**src/rtl/uart_tx.sv**
```systemverilog
// -----------------------------------------------------------------------------
// uart_tx -- UART serial transmitter.
//
// Accepts a parallel word over a valid/ready handshake and serialises it onto
// the line as: start bit (0), DATA_BITS data bits LSB first, an optional
// parity bit, then one stop bit (1). Each bit lasts CLKS_PER_BIT clocks. There
// is no free-running baud tick: the bit timer starts on the accept edge, so
// the start bit begins on the cycle immediately after the handshake.
//
// Parameters:
//   CLKS_PER_BIT  clk cycles per bit period (>= 2)
//   DATA_BITS     data bits per frame (5..8)
//   PARITY        0 = none, 1 = even, 2 = odd; any other value means none
//
// Ports:
//   clk      in   system clock, rising edge
//   rst      in   synchronous reset, active high
//   data_i   in   word to transmit, sampled only on the accept cycle
//   valid_i  in   data_i valid
//   ready_o  out  a word can be accepted this cycle (registered)
//   data_o   out  serial line, idle high (registered)
//   busy_o   out  frame in progress, start through stop (registered)
// -----------------------------------------------------------------------------
module uart_tx #(
    parameter int CLKS_PER_BIT = 868,
    parameter int DATA_BITS    = 8,
    parameter int PARITY       = 0
) (
    input  logic                 clk,
    input  logic                 rst,
    input  logic [DATA_BITS-1:0] data_i,
    input  logic                 valid_i,
    output logic                 ready_o,
    output logic                 data_o,
    output logic                 busy_o
);

    localparam int CNT_W = $clog2(CLKS_PER_BIT);
    localparam int IDX_W = $clog2(DATA_BITS);

    localparam logic [CNT_W-1:0] CNT_LAST = CNT_W'(CLKS_PER_BIT - 1);
    localparam logic [IDX_W-1:0] IDX_LAST = IDX_W'(DATA_BITS - 1);

    // Only 1 and 2 enable a parity bit; every other value sends none.
    localparam logic PAR_EN  = (PARITY == 1) || (PARITY == 2);
    localparam logic PAR_ODD = (PARITY == 2);

    typedef enum logic [2:0] {
        ST_IDLE   = 3'd0,
        ST_START  = 3'd1,
        ST_DATA   = 3'd2,
        ST_PARITY = 3'd3,
        ST_STOP   = 3'd4
    } state_t;

    // Even parity is the XOR of the data bits; odd parity is its inverse.
    function automatic logic calc_parity(input logic [DATA_BITS-1:0] d,
                                         input logic                 odd);
        calc_parity = (^d) ^ odd;
    endfunction

    state_t               state_r;
    state_t               state_s;
    logic [CNT_W-1:0]     cnt_r;
    logic [CNT_W-1:0]     cnt_s;
    logic [IDX_W-1:0]     idx_r;
    logic [IDX_W-1:0]     idx_s;
    logic [DATA_BITS-1:0] shift_r;
    logic [DATA_BITS-1:0] shift_s;
    logic                 parity_r;
    logic                 parity_s;
    logic                 line_r;
    logic                 line_s;
    logic                 ready_r;
    logic                 ready_s;
    logic                 busy_r;
    logic                 busy_s;
    logic                 bit_end_s;

    // Next-state logic. The output registers are loaded with the value that
    // belongs to the state being entered, so data_o/ready_o/busy_o change on
    // the same edge as the state and stay free of combinational glitches.
    always_comb begin
        state_s   = state_r;
        cnt_s     = cnt_r;
        idx_s     = idx_r;
        shift_s   = shift_r;
        parity_s  = parity_r;
        line_s    = 1'b1;
        ready_s   = 1'b0;
        busy_s    = 1'b1;
        bit_end_s = (cnt_r == CNT_LAST);

        case (state_r)
            ST_IDLE: begin
                cnt_s = {CNT_W{1'b0}};
                idx_s = {IDX_W{1'b0}};
                // ready_r (not just the state) gates the accept, so the cycle
                // right after reset release can never take a word.
                if (valid_i && ready_r) begin
                    shift_s  = data_i;
                    parity_s = calc_parity(data_i, PAR_ODD);
                    state_s  = ST_START;
                    line_s   = 1'b0;
                    ready_s  = 1'b0;
                    busy_s   = 1'b1;
                end else begin
                    state_s  = ST_IDLE;
                    line_s   = 1'b1;
                    ready_s  = 1'b1;
                    busy_s   = 1'b0;
                end
            end

            ST_START: begin
                line_s = 1'b0;
                if (bit_end_s) begin
                    cnt_s   = {CNT_W{1'b0}};
                    state_s = ST_DATA;
                    line_s  = shift_r[0];
                end else begin
                    cnt_s   = cnt_r + CNT_W'(1);
                end
            end

            ST_DATA: begin
                line_s = shift_r[0];
                if (bit_end_s) begin
                    cnt_s   = {CNT_W{1'b0}};
                    shift_s = {1'b0, shift_r[DATA_BITS-1:1]};
                    if (idx_r == IDX_LAST) begin
                        idx_s = {IDX_W{1'b0}};
                        if (PAR_EN) begin
                            state_s = ST_PARITY;
                            line_s  = parity_r;
                        end else begin
                            state_s = ST_STOP;
                            line_s  = 1'b1;
                        end
                    end else begin
                        idx_s  = idx_r + IDX_W'(1);
                        // Next data bit is the one about to shift into bit 0.
                        line_s = shift_r[1];
                    end
                end else begin
                    cnt_s = cnt_r + CNT_W'(1);
                end
            end

            ST_PARITY: begin
                line_s = parity_r;
                if (bit_end_s) begin
                    cnt_s   = {CNT_W{1'b0}};
                    state_s = ST_STOP;
                    line_s  = 1'b1;
                end else begin
                    cnt_s   = cnt_r + CNT_W'(1);
                end
            end

            ST_STOP: begin
                line_s = 1'b1;
                if (bit_end_s) begin
                    cnt_s   = {CNT_W{1'b0}};
                    state_s = ST_IDLE;
                    ready_s = 1'b1;
                    busy_s  = 1'b0;
                end else begin
                    cnt_s   = cnt_r + CNT_W'(1);
                end
            end

            default: begin
                state_s = ST_IDLE;
                cnt_s   = {CNT_W{1'b0}};
                idx_s   = {IDX_W{1'b0}};
                line_s  = 1'b1;
                ready_s = 1'b0;
                busy_s  = 1'b0;
            end
        endcase
    end

    // State, datapath and output registers with synchronous reset.
    always_ff @(posedge clk) begin
        if (rst) begin
            state_r  <= ST_IDLE;
            cnt_r    <= {CNT_W{1'b0}};
            idx_r    <= {IDX_W{1'b0}};
            shift_r  <= {DATA_BITS{1'b0}};
            parity_r <= 1'b0;
            line_r   <= 1'b1;
            ready_r  <= 1'b0;
            busy_r   <= 1'b0;
        end else begin
            state_r  <= state_s;
            cnt_r    <= cnt_s;
            idx_r    <= idx_s;
            shift_r  <= shift_s;
            parity_r <= parity_s;
            line_r   <= line_s;
            ready_r  <= ready_s;
            busy_r   <= busy_s;
        end
    end

    assign data_o  = line_r;
    assign ready_o = ready_r;
    assign busy_o  = busy_r;

endmodule

```
**config.mk**
```make
export PLATFORM = sky130hd
export DESIGN_NAME = uart_tx
export DESIGN_NICKNAME = d
export VERILOG_FILES = /design/src/rtl/uart_tx.sv
export SDC_FILE = /design/constraint.sdc
export NUM_CORES = 1
export LEC_CHECK = 0
export BUFFER_PORTS_ARGS = -buffer_cell sky130_fd_sc_hd__buf_2
export CORE_AREA = 2 2 56 58
export DETAILED_ROUTE_END_ITERATION = 12
export DIE_AREA = 0 0 58 60
export PLACE_DENSITY = 0.71
export SYNTH_ARGS = -nofsm -noshare
export SYNTH_HDL_FRONTEND = slang
export SYNTH_SLANG_ARGS = --single-unit
```
**constraint.sdc**
```tcl
create_clock -name clk -period 1.84 [get_ports clk]
set_clock_uncertainty 0.2 [all_clocks]
set_input_delay 0.184 -clock clk [delete_from_list [all_inputs] [get_ports clk]]
set_output_delay 0.184 -clock clk [all_outputs]
set_load 0.005 [all_outputs]
```
==> key figures <==
Run status
  • Status: finished, violations left
  • Failing checks: negative setup slack

Critical path
  • CP max stage delay: 0.44 ns
  • Data arrival, critical path: 1.95 ns
  • Kind of critical path: reg -> reg
  • Nature of the critical path endpoint: flop
  • Critical path cell sequence: ha_4 > or3b_4 > or3_4 > a2111oi_4
  • CP startpoint kind: flop
  • Crit Path Max Fanout: 5
  • Reg2reg setup slack: -0.08 ns
  • Slowest CP cell: or3_4
  • Critical Path RT: 1.87 ns

Synth
  • Mean Syn Cell Area: 9.73 um2
  • Syn nets: 159
  • Seq/Total Area, Yosys: 39.7%
  • Synth warnings: 0
  • Synth cell types: 39
  • #FFs+latches synth: 28
  • Yosys top cell by area: dfxtp_1
  • Top cell type's share of synthesized area: 39.7%
  • Synthesized area: 1410 um2
  • Synth Instances: 145
  • Synth area leaders: dfxtp_1, xnor2_1, mux2i_1

Timing
  • Max-slew violation count: 0
  • Final Hold Fails: 0
  • Setup-failing EPs final: 22
  • Worst slew margin: 68.5%
  • Period utilisation layout: 104%
  • Fmax: 521 MHz
  • Crit path time final: 1.92 ns
  • Smallest setup slack after layout: -0.0792 ns
  • Slew @ Worst Pin: 0.471 ns
  • Unrepaired setup endpoints after global routing: yes

Final layout
  • Register area: 563 um2
  • Layout cells sized above 1: 30.7%
  • P&R area growth vs syn: 22.0%
  • Fill count: 257
  • Area of the multi-input gates: 847 um2
  • Layout net count: 192
  • Ant. Diodes: 0
  • Post-layout util: 59.3%

CTS
  • Worst-path clk slew: 0.14 ns
  • Clk_lat worst skew: 0.32 ns
  • Clock Sinks: 28
  • Total CTS buffers: 3
  • Post-CTS Setup Bufs: 0
  • Clk root buf: clkbuf_4
  • H-tree depth: 1
  • Clock buffer depth: 2
  • CTS tree: yes

Hold path
  • Hold crit path type: in -> reg

Global routing
  • Grt total ovfl: 0
  • GR Util All Layers: 19.5%
  • Pin count of the biggest net entering global routing: 19
  • Initial antenna violation count: 0
  • Vias in the first global route: 1202
  • First-pass GRT wire length: 5260 um

Drt
  • DRT Wirelength: 2990 um
  • Drt wl/cell: 14.3 um
  • Iter 0 DRT Violations: 42
  • Vias per inst: 5.53
  • Via Count: 1155
  • # DRC: 0
  • Post-DRT Antenna Nets: 0
  • Drt first pass iters: 4

Placement
  • DP Worst Slack: -0.0806 ns
  • DP HPWL: 2240 um
  • IO buf count: 13
  • RD Place Congestion: 0.753

Die
  • Die extent in x: 58 um
  • CORE AREA: 2900 um2
  • Die area: 3480 um2
  • Rows: 20
  • I/O pin total: 14
  • Initial Utilization: 48.6%
  • DIE HEIGHT: 60 um

Power
  • Total power: 1.04 mW
  • Pwr/cell area: 606 nW/um2
  • LEAKAGE: 0.710 nW
  • Maximum VDD drop: 0.000537 V

Flow run
  • # Max-Cap Violations: 0
[synthesized netlist by cell type]
cell type  number
buf_2           3
and3_1          3
a2111oi_4       1
ha_1            3
clkbuf_1        2
mux2i_1         8
nand4bb_1       1
o311ai_0        1
a21o_1          1
dfxtp_1        28
xnor2_1        10
buf_4           1
buf_6           1
a211oi_1        9
or3b_4          2
nor3_2          1
a22o_1          3
and4_1          1
nand3_1         6
nand2_4         1
o31ai_1         1
nor4_4          1
nor2b_1         1
nor2_1         15
nand2_1         4
or4_4           1
inv_1           2
xor2_1          6
nor3_1          9
a2bb2oi_1       1
or3_1           2
o21ai_0         3
nand3b_1        2
or3_4           1
nand4_1         2
a21oi_1         5
nor3_4          1
a2111oi_0       1
or2_1           1
[cell usage in the layout (no fill, tap or decap), types with 3 or more instances in the layout]
| cell | n |
|---|---|
| mux2i_1 | 8 |
| xor2_1 | 6 |
| a22o_1 | 3 |
| clkbuf_4 | 3 |
| nor3_1 | 8 |
| nor2_1 | 15 |
| buf_4 | 19 |
| dfxtp_1 | 26 |
| a211oi_1 | 8 |
| xnor2_1 | 10 |
| buf_2 | 13 |
| a21oi_1 | 5 |
| and3_1 | 3 |
| nand2_1 | 4 |
| nand3_1 | 4 |
[stage by stage]
stage | hold WS (ns) | instance area (um2) | setup TNS (ns) | std cells
after global routing | 0.0277 | 1720 | -2.57 | 209
final | 0.0296 | 1720 | -0.669 | 209
after CTS | 0.0172 | 1690 | -1.03 | 209
after global placement | 0.267 | 1650 | -0.129 | 205
after detailed placement | 0.277 | 1650 | -0.663 | 205
after floorplan | 0.136 | 1430 | -0.134 | 145
[power breakdown]
part / switching (mW) / internal (mW) / leakage, nW
registers: 0.0145 / 0.631 / 0.229
clock network: 0.167 / 0.0766 / 0.0138
logic: 0.0776 / 0.0766 / 0.468
[state kept, by name, indices dropped and copies added, names as in the netlist]
name,flops
state_r,3
shift_r,8
ready_o,1
idx_r,3
cnt_r,10
busy_o,1
parity_r,1
data_o,1
[layer usage]
layer  vias to the layer above  track usage (%)  wire length [um]
li1                        593                -                 -
met1                       546             25.1              1400
met5                         -                0                 0
met4                         0             5.98                27
met3                         4             2.60                59
met2                        12             34.1              1500
[kinds of logic (layout without fill, tap and decap cells)]
| logic type | count (synthesis) | in the layout | synth area share, % |
|---|---|---|---|
| simple gates | 55 | 55 | 24.2 |
| flops | 28 | 28 | 39.7 |
| compound gates | 26 | 26 | 14.4 |
| xor+xnor | 16 | 16 | 9.93 |
| buf+inv | 9 | 40 | 3.46 |
| mux | 8 | 8 | 5.67 |
| fa+ha+maj | 3 | 3 | 2.66 |
[worst max-delay path: cells and delay by family, from the launching register on]
family	cells	cell delay [ns]
AO/OA/AOI/OAI	1	0.29
adder cells (fa/ha/maj)	1	0.13
flip-flops	1	0.37
AND/OR/NAND/NOR	2	0.84
[path summary, 6_finish.rpt]
kind                            cells past startpoint          to  startpoint
worst min register to register                      2  shift_r[7]  shift_r[7]
worst max register to register                      4     ready_o    cnt_r[1]
worst min-delay path                                3  shift_r[2]   data_i[2]
worst max-delay path                                4     ready_o    cnt_r[1]
[timing repair]
item / CTS / global route
hold buffers: 1 / 0
resized for setup: 1 / 7
pin swaps: 5 / 8
setup endpoints to repair: 25 / 26
hold endpoints to repair: 1 / 0
[area by class of cell]
class,count,area share (%)
Multi-Input combinational cell,108,49.2
Sequential cell,28,32.7
Timing Repair Buffer,35,14.0
Tap cell,33,2.40
Clock buffer,3,1.31
Inverter,2,0.436
(Power assumes the default switching activity.)
